File: src/rtl/fp_normalizer.sv
// Post-adder normalizer: restores the hidden bit with one right shift on carry-out
// or iterative single-bit left shifts, adjusting the exponent to match.
module fp_normalizer #(
    parameter int MANT_W = 26,
    parameter int CNT_W  = 5
) (
    input  logic              CLK,
    input  logic              nRST,
    input  logic              flush,
    input  logic              in_valid,
    output logic              in_ready,
    input  logic [7:0]        exp_in,
    input  logic [MANT_W-1:0] mant_in,
    output logic              out_valid,
    input  logic              out_ready,
    output logic [7:0]        exp_out,
    output logic [MANT_W-1:0] mant_out,
    output logic [CNT_W-1:0]  shift_cnt,
    output logic              zero,
    output logic              overflow,
    output logic              denorm
);

    typedef enum logic [1:0] {IDLE, NORM, DONE} state_t;
    state_t state;

    logic [8:0] exp_inc;
    assign exp_inc   = {1'b0, exp_out} + 9'd1;
    assign in_ready  = (state == IDLE);
    assign out_valid = (state == DONE);

    // The output registers double as the working registers; they only move in NORM.
    always_ff @(posedge CLK or negedge nRST) begin
        if (!nRST) begin
            state     <= IDLE;
            exp_out   <= '0;
            mant_out  <= '0;
            shift_cnt <= '0;
            zero      <= 1'b0;
            overflow  <= 1'b0;
            denorm    <= 1'b0;
        end else if (flush) begin
            state <= IDLE;
        end else begin
            case (state)
                IDLE: if (in_valid) begin
                    exp_out   <= exp_in;
                    mant_out  <= mant_in;
                    shift_cnt <= '0;
                    zero      <= 1'b0;
                    overflow  <= 1'b0;
                    denorm    <= 1'b0;
                    state     <= NORM;
                end
                NORM: begin
                    if (mant_out == '0) begin
                        exp_out <= '0;
                        zero    <= 1'b1;
                        state   <= DONE;
                    end else if (mant_out[MANT_W-1]) begin
                        if (exp_inc >= 9'd255) begin
                            exp_out  <= 8'hFF;
                            mant_out <= '0;
                            overflow <= 1'b1;
                            state    <= DONE;
                        end else begin
                            // Fold the two bits leaving the bottom into sticky.
                            exp_out  <= exp_inc[7:0];
                            mant_out <= {1'b0, mant_out[MANT_W-1:2], mant_out[1] | mant_out[0]};
                        end
                    end else if (mant_out[MANT_W-2]) begin
                        state <= DONE;
                    end else if (exp_out <= 8'd1) begin
                        exp_out <= '0;
                        denorm  <= 1'b1;
                        state   <= DONE;
                    end else begin
                        mant_out  <= mant_out << 1;
                        exp_out   <= exp_out - 8'd1;
                        shift_cnt <= shift_cnt + CNT_W'(1);
                    end
                end
                DONE: if (out_ready) state <= IDLE;
                default: state <= IDLE;
            endcase
        end
    end

endmodule

File: config.mk
export PLATFORM = sky130hd
export DESIGN_NAME = fp_normalizer
export DESIGN_NICKNAME = d
export VERILOG_FILES = /design/src/rtl/fp_normalizer.sv
export SDC_FILE = /design/constraint.sdc
export NUM_CORES = 1
export LEC_CHECK = 0
export ABC_AREA = 1
export BUFFER_PORTS_ARGS = -buffer_cell sky130_fd_sc_hd__buf_2
export CORE_ASPECT_RATIO = 1.75
export CORE_MARGIN = 1.5
export CORE_UTILIZATION = 50
export CTS_CLUSTER_SIZE = 14
export DETAILED_ROUTE_END_ITERATION = 8
export GPL_ROUTABILITY_DRIVEN = 0
export PLACE_DENSITY = 0.75
export SYNTH_ARGS = -nofsm -noshare
export SYNTH_HDL_FRONTEND = slang
export SYNTH_SLANG_ARGS = --single-unit
File: constraint.sdc
create_clock -name CLK -period 3.6 [get_ports CLK]
set_input_delay 0.18 -clock CLK [delete_from_list [all_inputs] [get_ports CLK]]
set_output_delay 0.18 -clock CLK [all_outputs]
set_load 0.01 [all_outputs]
* Word level (Yosys, flattened, before mapping)
Cells that the tools add are included.
Storage, ports and cells: register bits 44, input port bits 39, output and inout port bits 44, word-level logic and storage cells 85
Operators by class: add/sub/neg operators 3, $lt $le $gt $ge 2, equal/unequal tests 18, multiplexer cells 41, bitwise operators 2, reduce and logical (&&, ||, !) cells 11
Operators with widths (count):
- 2-to-1 mux 26 bit | 3
- 2-to-1 mux 25 bit | 3
- case mux 26 bit (2 select lines) | 1
- 2-to-1 mux 8 bit | 6
- zero test 26 bit | 1
- 2-to-1 mux 5 bit | 5
- inequality test 2 bit (second input constant) | 9
- 2-to-1 mux 2 bit | 8
- case mux 8 bit (2 select lines) | 1
- AND reduction 4 bit | 4
- AND reduction 7 bit | 2
- AND reduction 6 bit | 2
- case mux 5 bit (2 select lines) | 1
- adder 8 x 1 -> 9 bit (second input constant) | 1
- greater-or-equal comparator 9 x 8 -> 1 bit (second input constant) | 1
- 2-to-1 mux 1 bit | 9
- inequality test 3 bit (second input constant) | 3
- <= comparator 8 x 1 -> 1 bit (second input constant) | 1
- subtractor 8 x 1 -> 8 bit (second input constant) | 1
- inequality test 6 bit (second input constant) | 1
- case mux 1 bit (2 select lines) | 3
- case mux 2 bit (3 select lines) | 1
- adder 5 x 1 -> 5 bit (second input constant) | 1
- inequality test 5 bit (second input constant) | 1
- 8 further kinds | 8

* Depth between registers and ports, before layout
depth in word-level cells 7, gate-level depth with buffers 12, depth with buffers taken out 12

* Worst setup path before layout
No wires, ideal clock.
kind register to register, start register exp_out[0], end register mant_out[23], setup time 0.078 ns, arrival 1.831 ns, required time 3.522 ns, path slack 1.692 ns, stages on the path, launching flop included 12, buffers on the path 2, period minus slack after synthesis 1.908 ns, path through dfrtp_1 inv_2 ha_1 nor2_1 nor2_1 nand3_1 buf_4 nand2_2 buf_4 o31ai_1 nor2_1 a21boi_1
On the way: cells in the longest elaborated chain, start to end 6, elaborated cells on any way between the ends 9, those cells by class add/sub: 1; order compare: 2; eq/ne: 1; mux: 4; reduce/logical: 1
Ends and longest elaborated chain:
- start, declared | line 16 | output logic [7:0] exp_out,
- start signal, assigned | line 47 | exp_out <= exp_in;
- start signal, assigned | line 68 | exp_out <= exp_inc[7:0];
- start signal, assigned | line 79 | exp_out <= exp_out - 8'd1;
- adder 8 x 1 -> 9 bit | line 28 | assign exp_inc = {1'b0, exp_out} + 9'd1;
- greater-or-equal comparator 9 x 8 -> 1 bit | line 61 | if (exp_inc >= 9'd255) begin
- 2-to-1 mux 25 bit | line 61
- 2-to-1 mux 26 bit | line 60 | end else if (mant_out[MANT_W-1]) begin
- 2-to-1 mux 26 bit | line 56 | if (mant_out == '0) begin
- case mux 26 bit (2 select lines) | line 45 | case (state)
- end signal, assigned | line 48 | mant_out <= mant_in;
- end signal, assigned | line 69 | mant_out <= {1'b0, mant_out[MANT_W-1:2], mant_out[1] | mant_out[0]};
- end signal, assigned | line 78 | mant_out <= mant_out << 1;
- end, declared | line 17 | output logic [MANT_W-1:0] mant_out,
Parallel ways exist; a longest one is shown, timed or not. The select of a mux whose other input is x is not followed. A chain may end at the register's enable or synchronous reset.

* Final worst setup path
start register exp_out[0], end register mant_out[21]
Same word-level chain as after synthesis.

==> results.cfg <==
[worst_setup_path]
r2r_setup_slack_ps = 940
crit_chain = inv_2 > ha_1 > nor2_1 > nor3_1 > o21ai_1 > nand3_2 > nor2_1 > a21boi_2
endpoint_kind = register
slowest_stage = nand3_2
arrival_ps = 2830
crit_required_ps = 3770
max_stage_delay_ps = 700
crit_fanout = 48
cpMostUsedCell = nor2_1
worstSetupStartpointType = register
critPathKind = reg -> reg

[layout]
postLayoutCoreUtil = 0.602
drive_gt1_frac = 0.262
multi_input_area_um2 = 1920
fillCellCount = 631
seq_area_um2 = 1100
fin_nets = 592
antenna_cells = 0
area_delta_synth_final_pct = 16.1

[synth]
syn_nets = 523
synth-seq-area-share = 0.325
synth.area.top_cells = dfrtp_1 32%, nand2_1 13%, nor2_1 7.8%
ys_seq_elements = 44
synth_top_area_share = 0.325
syn-instance-count = 479
yosysMostFrequentCell = nand2_1
synth_edf_count = 0
syn_area_um2 = 3390
synth.top_cells.by_count = 116 x nand2_1, 70 x nor2_1, 53 x inv_1
synth_warnings = 0
ys_async_sr_fraction = 1.00
synth_largest_area_cell = dfrtp_1
synth_cell_types = 39
avgSynthCellArea_um2 = 7.07
synth_ff_type = dfrtp_1

[clock_tree]
clockBufferDepth = 2
insertion_delay_ps = 290
post_cts_buffers = 0
cts_sinks = 44
cts-htree-levels = 2
hold_buffers = 0
cts_tree = yes
cts_resized = 0
clk_pin_slew_worst_paths_ps = 70
clockRootBuffer = clkbuf_16
numCtsBuffers = 5

[detailed_routing]
wl_per_cell_um = 14.1
dr.first_iter.drc_count = 214
num_vias = 3365
routed.top_layer = met4
wl_met2_mm = 4.87
avgViaCountPerCell = 5.33
wl_met1_mm = 3.41
drtAntennaViolNets = 0
drc = 0
dr.pass1.iters = 4
routed-wl-met3_um = 433
wirelength_mm = 8.91

[global_routing]
grt_pass1_vias = 3369
grt_max_degree = 49
overflow = 0
grt_pass1_wl_mm = 14.9
antenna_found_initial = 0
track_usage = 0.253

[status]
status = complete, no violations

[timing]
rsz0062_at_grt = no
fin_hold_ws_ps = 49.7
fin_crit_sh = 0.738
hold_violations = 0
worstMarginPinSlew_ps = 988
finalSetupTns_ps = 0
skew_ps = 9.86
setup_viol = 0
timing.fmax_mhz = 376
relSlewSlack = 0.341
setup_slack_ps = 942
finalCriticalPeriod_ps = 2660
finalMaxSlewViolations = 0

[floorplan]
row_count = 39
coreArea_um2 = 6540
start_util = 0.518
dieArea_um2 = 7300
io_pins = 83
die-width_um = 65.2
die_h_um = 112

[pwr]
finalPower_mw = 3.44
p_per_area_nw_per_um2 = 875
leakagePower_nw = 2.02
peakVddDrop_mv = 0.480

[place]
place_hpwl_mm = 6.58
io_buffers = 82
place_ws_ps = 969

[worst_hold_path]
hold_path.class = in -> async

[flow_run]
maxCapViolations = 0
-- metal layers --
metal  GRT usage  vias to the layer above
met5           0                        -
met4      0.0833                        0
met3      0.0424                       12
met2       0.480                       94
met1       0.274                     1586
li1            -                     1673
-- where the power goes --
part / total, mW / switching, mW / internal (mW)
Sequential: 1.01 / 0.309 / 0.702
Clock: 0.532 / 0.202 / 0.330
Combinational: 1.90 / 1.19 / 0.707
-- worst paths after layout --
check	depth (start not counted)	start	endpoint
worst max-delay path	8	exp_out[0]	mant_out[21]
worst min-delay path	1	nRST	mant_out[15]
worst max register to register	8	exp_out[0]	mant_out[21]
worst min register to register	2	mant_out[11]	mant_out[11]
max in group asynchronous	1	nRST	overflow
min in group CLK	3	mant_in[25]	mant_out[25]
-- cell families after synthesis --
family	after synthesis	share of synthesized area
simple gates	261	0.357
compound gates	86	0.179
buf+inv	78	0.108
flops	44	0.325
xor+xnor	5	0.0129
fa+ha+maj	5	0.0185
-- layout make-up --
type / count / area share
clock buffers: 5 / 0.0318
clock inverters: 3 / 0.0118
inverters: 55 / 0.0525
multi-input cells: 357 / 0.488
flip-flops and latches: 44 / 0.280
well taps: 82 / 0.0261
repair buffers: 85 / 0.110
-- flip-flops by register name, summed over array words and instances (netlist names) --
signal / cells
mant_out: 26
exp_out: 8
shift_cnt: 5
state: 2
denorm: 1
overflow: 1
zero: 1
-- layout by cell type, fill, tap and decap left out, drive strengths merged --
cell,n
dfrtp,44
o21a,1
ha,5
nand3b,1
nor2,78
bufinv,1
clkbuf,5
nand3,43
buf,85
a21boi,12
inv,56
nand4,13
o21ai,29
xnor2,2
nand2,118
nor3,5
o31ai,1
or2,2
a21oi,28
nor4,1
clkinvlp,1
o21bai,14
xor2,3
a211oi,1
-- worst max-delay path: cells and delay by family, from the launching register on --
kind | cells | cell delay [ps]
buf+inv | 1 | 110
compound gates | 2 | 240
flops | 1 | 530
simple gates | 4 | 1360
fa+ha+maj | 1 | 270
-- per-stage QoR --
stage	std cells	cell area, µm²
final	631	3940
after global routing	631	3940
after CTS	631	3940
after detailed placement	623	3760
after global placement	623	3760
after floorplan	479	3390
No activity file was read; power rests on OpenSTA's default activity.
